==> src/rtl/pc_fetch_stage.sv <==
// pc_fetch_stage
//   Instruction-fetch stage. This block holds the architectural PC and drives
//   the instruction-ROM address from it. It registers the fetched instruction
//   into the IF/ID pipeline register.
//
//   Priority on each rising edge is redirect > stall > advance. A redirect
//   loads a word-aligned target and inserts one nop bubble into IF/ID. It also
//   flags a misaligned target with a one-cycle misalign_err pulse.
//
//   Optional feature (macro PERF_CNT_EN): adds two 32-bit performance
//   counters.
//
// Parameters
//   RESET_PC         PC value loaded on reset
//
// Ports
//   clk              clock, all state on rising edge
//   rst_n            asynchronous active-low reset
//   stall            hold PC and IF/ID
//   redirect         taken jump/branch from EX; wins over stall
//   redirect_target  target from the next-PC unit
//   inst_rdata       combinational IROM data for inst_addr
//   inst_addr        IROM address (= pc)
//   pc               current fetch PC
//   if_id_pc         PC of the instruction in IF/ID
//   if_id_pc4        if_id_pc + 4
//   if_id_inst       instruction in IF/ID
//   if_id_valid      IF/ID holds a real instruction (0 = bubble)
//   misalign_err     one-cycle pulse when redirect_target[1:0] != 0
//   perf_fetch_cnt   (PERF_CNT_EN) edges that loaded a valid instruction
//   perf_bubble_cnt  (PERF_CNT_EN) edges that loaded a redirect bubble
module pc_fetch_stage #(
  parameter logic [31:0] RESET_PC = 32'h0000_0000
) (
  input  logic        clk,
  input  logic        rst_n,
  input  logic        stall,
  input  logic        redirect,
  input  logic [31:0] redirect_target,
  input  logic [31:0] inst_rdata,
  output logic [31:0] inst_addr,
  output logic [31:0] pc,
  output logic [31:0] if_id_pc,
  output logic [31:0] if_id_pc4,
  output logic [31:0] if_id_inst,
  output logic        if_id_valid,
  output logic        misalign_err
`ifdef PERF_CNT_EN
  ,
  output logic [31:0] perf_fetch_cnt,
  output logic [31:0] perf_bubble_cnt
`endif
);

  localparam logic [31:0] NOP_INST = 32'h0000_0013;

  logic [31:0] pc_plus4;
  logic        advance;

  assign pc_plus4  = pc + 32'd4;
  assign advance   = !redirect && !stall;
  // IROM address comes straight from the PC register, so stall and redirect
  // never reach it combinationally.
  assign inst_addr = pc;

  always_ff @(posedge clk or negedge rst_n) begin
    if (!rst_n) begin
      pc           <= RESET_PC;
      if_id_pc     <= '0;
      if_id_pc4    <= '0;
      if_id_inst   <= '0;
      if_id_valid  <= 1'b0;
      misalign_err <= 1'b0;
    end else begin
      misalign_err <= 1'b0;
      if (redirect) begin
        // The branch in EX is older than any stalled op, so redirect ignores stall.
        pc           <= {redirect_target[31:2], 2'b00};
        if_id_pc     <= '0;
        if_id_pc4    <= '0;
        if_id_inst   <= NOP_INST;
        if_id_valid  <= 1'b0;
        misalign_err <= |redirect_target[1:0];
      end else if (advance) begin
        pc           <= pc_plus4;
        if_id_pc     <= pc;
        if_id_pc4    <= pc_plus4;
        if_id_inst   <= inst_rdata;
        if_id_valid  <= 1'b1;
      end
    end
  end

`ifdef PERF_CNT_EN
  always_ff @(posedge clk or negedge rst_n) begin
    if (!rst_n) begin
      perf_fetch_cnt  <= '0;
      perf_bubble_cnt <= '0;
    end else begin
      if (redirect) begin
        perf_bubble_cnt <= perf_bubble_cnt + 32'd1;
      end else if (advance) begin
        perf_fetch_cnt <= perf_fetch_cnt + 32'd1;
      end
    end
  end
`endif

endmodule
==> config.mk <==
export PLATFORM = sky130hd
export DESIGN_NAME = pc_fetch_stage
export DESIGN_NICKNAME = d
export VERILOG_FILES = /design/src/rtl/pc_fetch_stage.sv
export SDC_FILE = /design/constraint.sdc
export NUM_CORES = 1
export LEC_CHECK = 0
export CAP_MARGIN = 20
export CORE_MARGIN = 8
export CORE_UTILIZATION = 45
export CTS_CLUSTER_SIZE = 40
export DETAILED_ROUTE_END_ITERATION = 12
export PLACE_DENSITY = 0.8
export SYNTH_ARGS = -nofsm -noshare
export SYNTH_HDL_FRONTEND = slang
export SYNTH_SLANG_ARGS = --single-unit
==> constraint.sdc <==
create_clock -name clk -period 2.4 [get_ports clk]
set_input_delay 0.48 -clock clk [delete_from_list [all_inputs] [get_ports clk]]
set_output_delay 0.48 -clock clk [all_outputs]
set_load 0.005 [all_outputs]
# Yosys cells after proc, flatten, opt, wreduce, memory -nomap -nowiden
# Cells that the tools add are included.
# totals
regBits,130
inputBits,68
elab_cells,22
# classes
add_sub_neg,1
muxes,10
n_reduce_logical,5
# ops
operator,count
$mux W32,7
$add A32 B3 Y32 const B,1
$mux W1,3
$logic_not A1 Y1,2
$reduce_bool A2 Y1,1
$reduce_or A2 Y1,1
$logic_and A1 B1 Y1,1

# Depth between registers and ports, before layout
# logic_depth
word_depth,4
depth_mapped,7
depth_no_buf,5

# Least setup slack after synthesis
# OpenSTA, ideal clock, no wires.
# synth_path
path_type,reg-to-reg
start,"reg pc[2], in the netlist inst_addr[2]"
end,"reg pc[26], in the netlist inst_addr[26]"
setup_ps,124
arrival_ps,1991
t_required_ps,2276
setup_slack_ps,285
path_stages_with_launch,7
path_buffers,1
synth_period_minus_slack_ps,2115
cell_sequence,dfrtp_1 > ha_1 > nand3_2 > or3_1 > buf_2 > o31a_1 > o31a_1
# synth_between
elab_chain_cells,3
# synth_lines
element,line,source
start: declaration,42,"output logic [31:0] pc,"
start signal: assignment,78,"pc <= {redirect_target[31:2], 2'b00};"
start signal: assignment,85,pc <= pc_plus4;
$add A32 B3 Y32,60,assign pc_plus4 = pc + 32'd4;
$mux W32,84,end else if (advance) begin
$mux W32,76,if (redirect) begin
# No other way between the ends. The select of a mux whose other input is x is not followed.
# A chain may end at the register's enable or synchronous reset.

# Final worst setup path
# layout_path
start,"reg pc[15], in the netlist inst_addr[15]"
end,reg if_id_pc4[25]
# layout_between
elab_chain_cells,3
# layout_lines
element,line,source
$add A32 B3 Y32,60,
$mux W32,84,
$mux W32,76,
end signal: assignment,87,if_id_pc4 <= pc_plus4;
end: declaration,44,"output logic [31:0] if_id_pc4,"
# No other way between the ends. The select of a mux whose other input is x is not followed.

==> metrics.md <==
| Metric | Value |
|---|---|
| Status | `completed` |
| Synth-to-layout area growth | `46.01%` |
| First-pass GRT wire length | `32100 um` |
| Hold buffer count at cts | `0` |
| Pin count of the biggest net entering global routing | `126` |
| Fin Clk Skew | `0.005731 ns` |
| DRC viols | `0` |
| Worst Path Required | `2.70 ns` |
| CP max stage cell | `or3_1` |
| Clk sinks | `125` |
| Net switching power | `between 1.5 and 2 mW` |
| Max VDD drop | `approximately 0.0006 V` |
| RSZ-0062 raised after global routing | `false` |
| Clock Tree Buf Depth | `2` |
| Post-CTS Setup Inserts | `0` |
| Tmin final | `roughly 2.2 ns` |
| Clock Power Share | `45.9%` |
| Initial Utilization | `between 40% and 50%` |
| Count leader, synth | `dfrtp_1` |
| Worst setup EP type | `register` |
| Nets | `911` |
| Die Footprint | `~18000 um^2` |
| Via density | `5.674` |
| Main synth FF type | `dfrtp_1` |
| Clock tree root buffer cell | `clkbuf_16` |
| Post-synth top cells | `dfrtp_1 (125), nor2_1 (92), mux2i_1 (59)` |
| Synthesized flop and latch total | `125` |
| Post-synthesis sequential area ratio | `48.80%` |
| Pwr/cell area | `705.1 nW/um^2` |
| Final Hold Fails | `0` |
| Routed WL per cell | `19.99 um` |
| Tightest Pin Transition | `0.8965 ns` |
| Die Ht | `approximately 140 um` |
| Reg2reg path depth | `4` |
| Period utilization | `91.95%` |
| CTS clk-pin slew, worst paths | `approximately 0.06 ns` |
| Antenna violations before repair | `0` |
| Max-cap violations | `0` |
| Total CTS buffers | `17` |
| Biggest area consumer among synthesized cells | `dfrtp_1` |
| Core area | `13880 um^2` |
| GRT Resource Usage Total | `approximately 22%` |
| DPL Wire Length | `between 15000 and 20000 um` |
| Io pins | `230` |
| Relative slew slack | `40.23%` |
| Synth async-reset ratio | `100.0%` |
| Row count | `43` |
| Total number of vias | `5873` |
| Die width | `around 140 um` |
| R2r setup slk | `0.19 ns` |
| Layout cells sized above 1 | `a little under a tenth` |
| TNS Setup | `0 ns` |
| H-tree levels | `4` |
| CTS tree | `built` |
| Hold/Removal Path Class | `in2async` |
| Synth Warn # | `0` |
| Remaining Overflow, GRT | `0` |
| Post-CTS sizing | `0` |
| Internal power | `about 5 mW` |
| Pins over their slew limit | `0` |
| Flop pwr share | `36.8%` |
| Diodes inserted | `0` |
| Worst R2R End | `if_id_pc4[25]` |
| Post-synth top area share | `48.80%` |
| WL final | `between 20000 and 25000 um` |
| Worst-Skew Late Latency | `0.41 ns` |
| Setup violators final | `0` |
| Crit-path cells | `nand4_4 > or3_1 > or4b_1 > o2111a_1` |
| DRT Pass-1 Iters | `5` |
| Area contributors post-synth | `dfrtp_1 (49%), mux2i_1 (9.2%), nor2_1 (5.4%), buf_4 (4.3%), nand2_1 (2.9%)` |
| Leakage | `3.929 nW` |
| Vias in the first global route | `between 5000 and 6000` |
| Logic gate share of total power | `17.3%` |
| Mapped Area | `6410 um^2` |
| Worst Path Max Fanout | `17` |
| Cell count after synthesis | `roughly 660` |
| Layout Utilization | `67.42%` |
| Max frequency | `around 450 MHz` |
| CP peak stage delay | `roughly 0.62 ns` |
| Crit path DAT | `2.50 ns` |
| Startpoint Class | `register` |
| Number of synthesized flops with an enable pin | `0` |
| Gpl congestion | `a little over 0.9` |
| Net Sw Frac | `24.01%` |
| Hold_ws | `0.1700 ns` |
| Worst reg2reg startpoint | `inst_addr[15]` |
| Buffers on Ports | `between 200 and 250` |
| Avg Cell Area, Syn | `9.786 um^2` |
| Synth unique cells | `53` |
| ANT nets after route | `0` |
| Crit path kind | `reg2reg` |
| Detailed Route Iter0 Violations | `between 400 and 500` |
==> flip-flops by register name, indices dropped and copies added, names as in the netlist <==
signal	cells
if_id_inst	32
if_id_pc	31
if_id_pc4	30
if_id_valid	1
inst_addr	30
misalign_err	1
==> routing by layer <==
| metal | GRT usage [%] | share of wire [%] | vias to the layer above | wire [um] |
|---|---|---|---|---|
| li1 | - | - | 2647 | - |
| met1 | 26.01 | 39 | 2899 | 7992 |
| met2 | 37.83 | 51 | 292 | 10460 |
| met3 | 5.898 | 9.1 | 35 | 1874 |
| met4 | 7.650 | 1.8 | 0 | 369 |
| met5 | 0 | 0 | - | 0 |
==> per-stage QoR <==
stage                     instances  setup slack, ns  instance area (um^2)  power (mW)
final                          1035           0.1932                  9359       6.599
after global routing           1035          0.04659                  9359       6.836
after CTS                      1035           0.2171                  9358       6.649
after detailed placement       1003           0.2459                  8661       3.603
after global placement         1003           0.3200                  8661       3.576
after floorplan                 658           0.2847                  6421       2.919
==> cell usage in the layout (no fill, tap or decap), drive strengths merged, types with 5 or more instances in the layout <==
master	instances
buf	40
xor2	8
or2	6
a31oi	10
xnor2	19
clkdlybuf4s50	222
a311oi	6
nor4	13
clkbuf	21
dfrtp	125
a21oi	11
or3	7
nor3	11
bufinv	7
nand3	9
a211oi	12
o31ai	10
and4	5
or4	14
nand4	17
inv	8
mux2i	59
and3	8
nor2	92
o21ai	25
nand2	49
==> critical path, delay by kind of cell (launching register included) <==
kind	cells	cell delay [ns]
AND/OR/NAND/NOR	3	1.39
flip-flops	1	0.54
AO/OA/AOI/OAI	1	0.15
==> worst max-delay path by stage <==
stage | startpoint | end | cells past startpoint
5_1_grt | inst_addr[4] | if_id_pc4[31] | 5
4_1_cts | inst_addr[15] | if_id_pc4[25] | 4
2_1_floorplan | inst_addr[2] | inst_addr[26] | 6
6_report | inst_addr[15] | if_id_pc4[25] | 4
3_5_place_dp | inst_addr[15] | if_id_pc4[25] | 4
3_3_place_gp | inst_addr[15] | if_id_pc4[25] | 4
==> final cells by class <==
class	instances	area, um^2
inverters	8	30.03
clock inverters	11	236.5
repair buffers	262	2547
flip-flops and latches	125	3128
well taps	180	225.2
clock buffers	21	460.4
fillers	1065	4522
multi-input cells	428	2731
==> power by group through the flow <==
stage	logic [mW]	clock network (mW)	registers (mW)
finish	1.14	3.03	2.43
global route	1.23	3.16	2.45
CTS	1.15	3.07	2.43
detailed placement	1.14	0	2.46
global placement	1.13	0	2.45
floorplan	0.501	0	2.42
==> kinds of logic (layout without fill, tap and decap cells) <==
kind of cell | Yosys count | after routing | synth area share [%]
AND/OR/NAND/NOR | 241 | 241 | 18.90
flip-flops | 125 | 125 | 48.80
buffers and inverters | 105 | 302 | 8.784
AO/OA/AOI/OAI | 96 | 96 | 10.36
multiplexers | 59 | 59 | 9.213
XOR/XNOR | 27 | 27 | 3.689
adder cells (fa/ha/maj) | 1 | 1 | 0.1952
other | 1 | 4 | 0.05850
(Power assumes the default switching activity.)
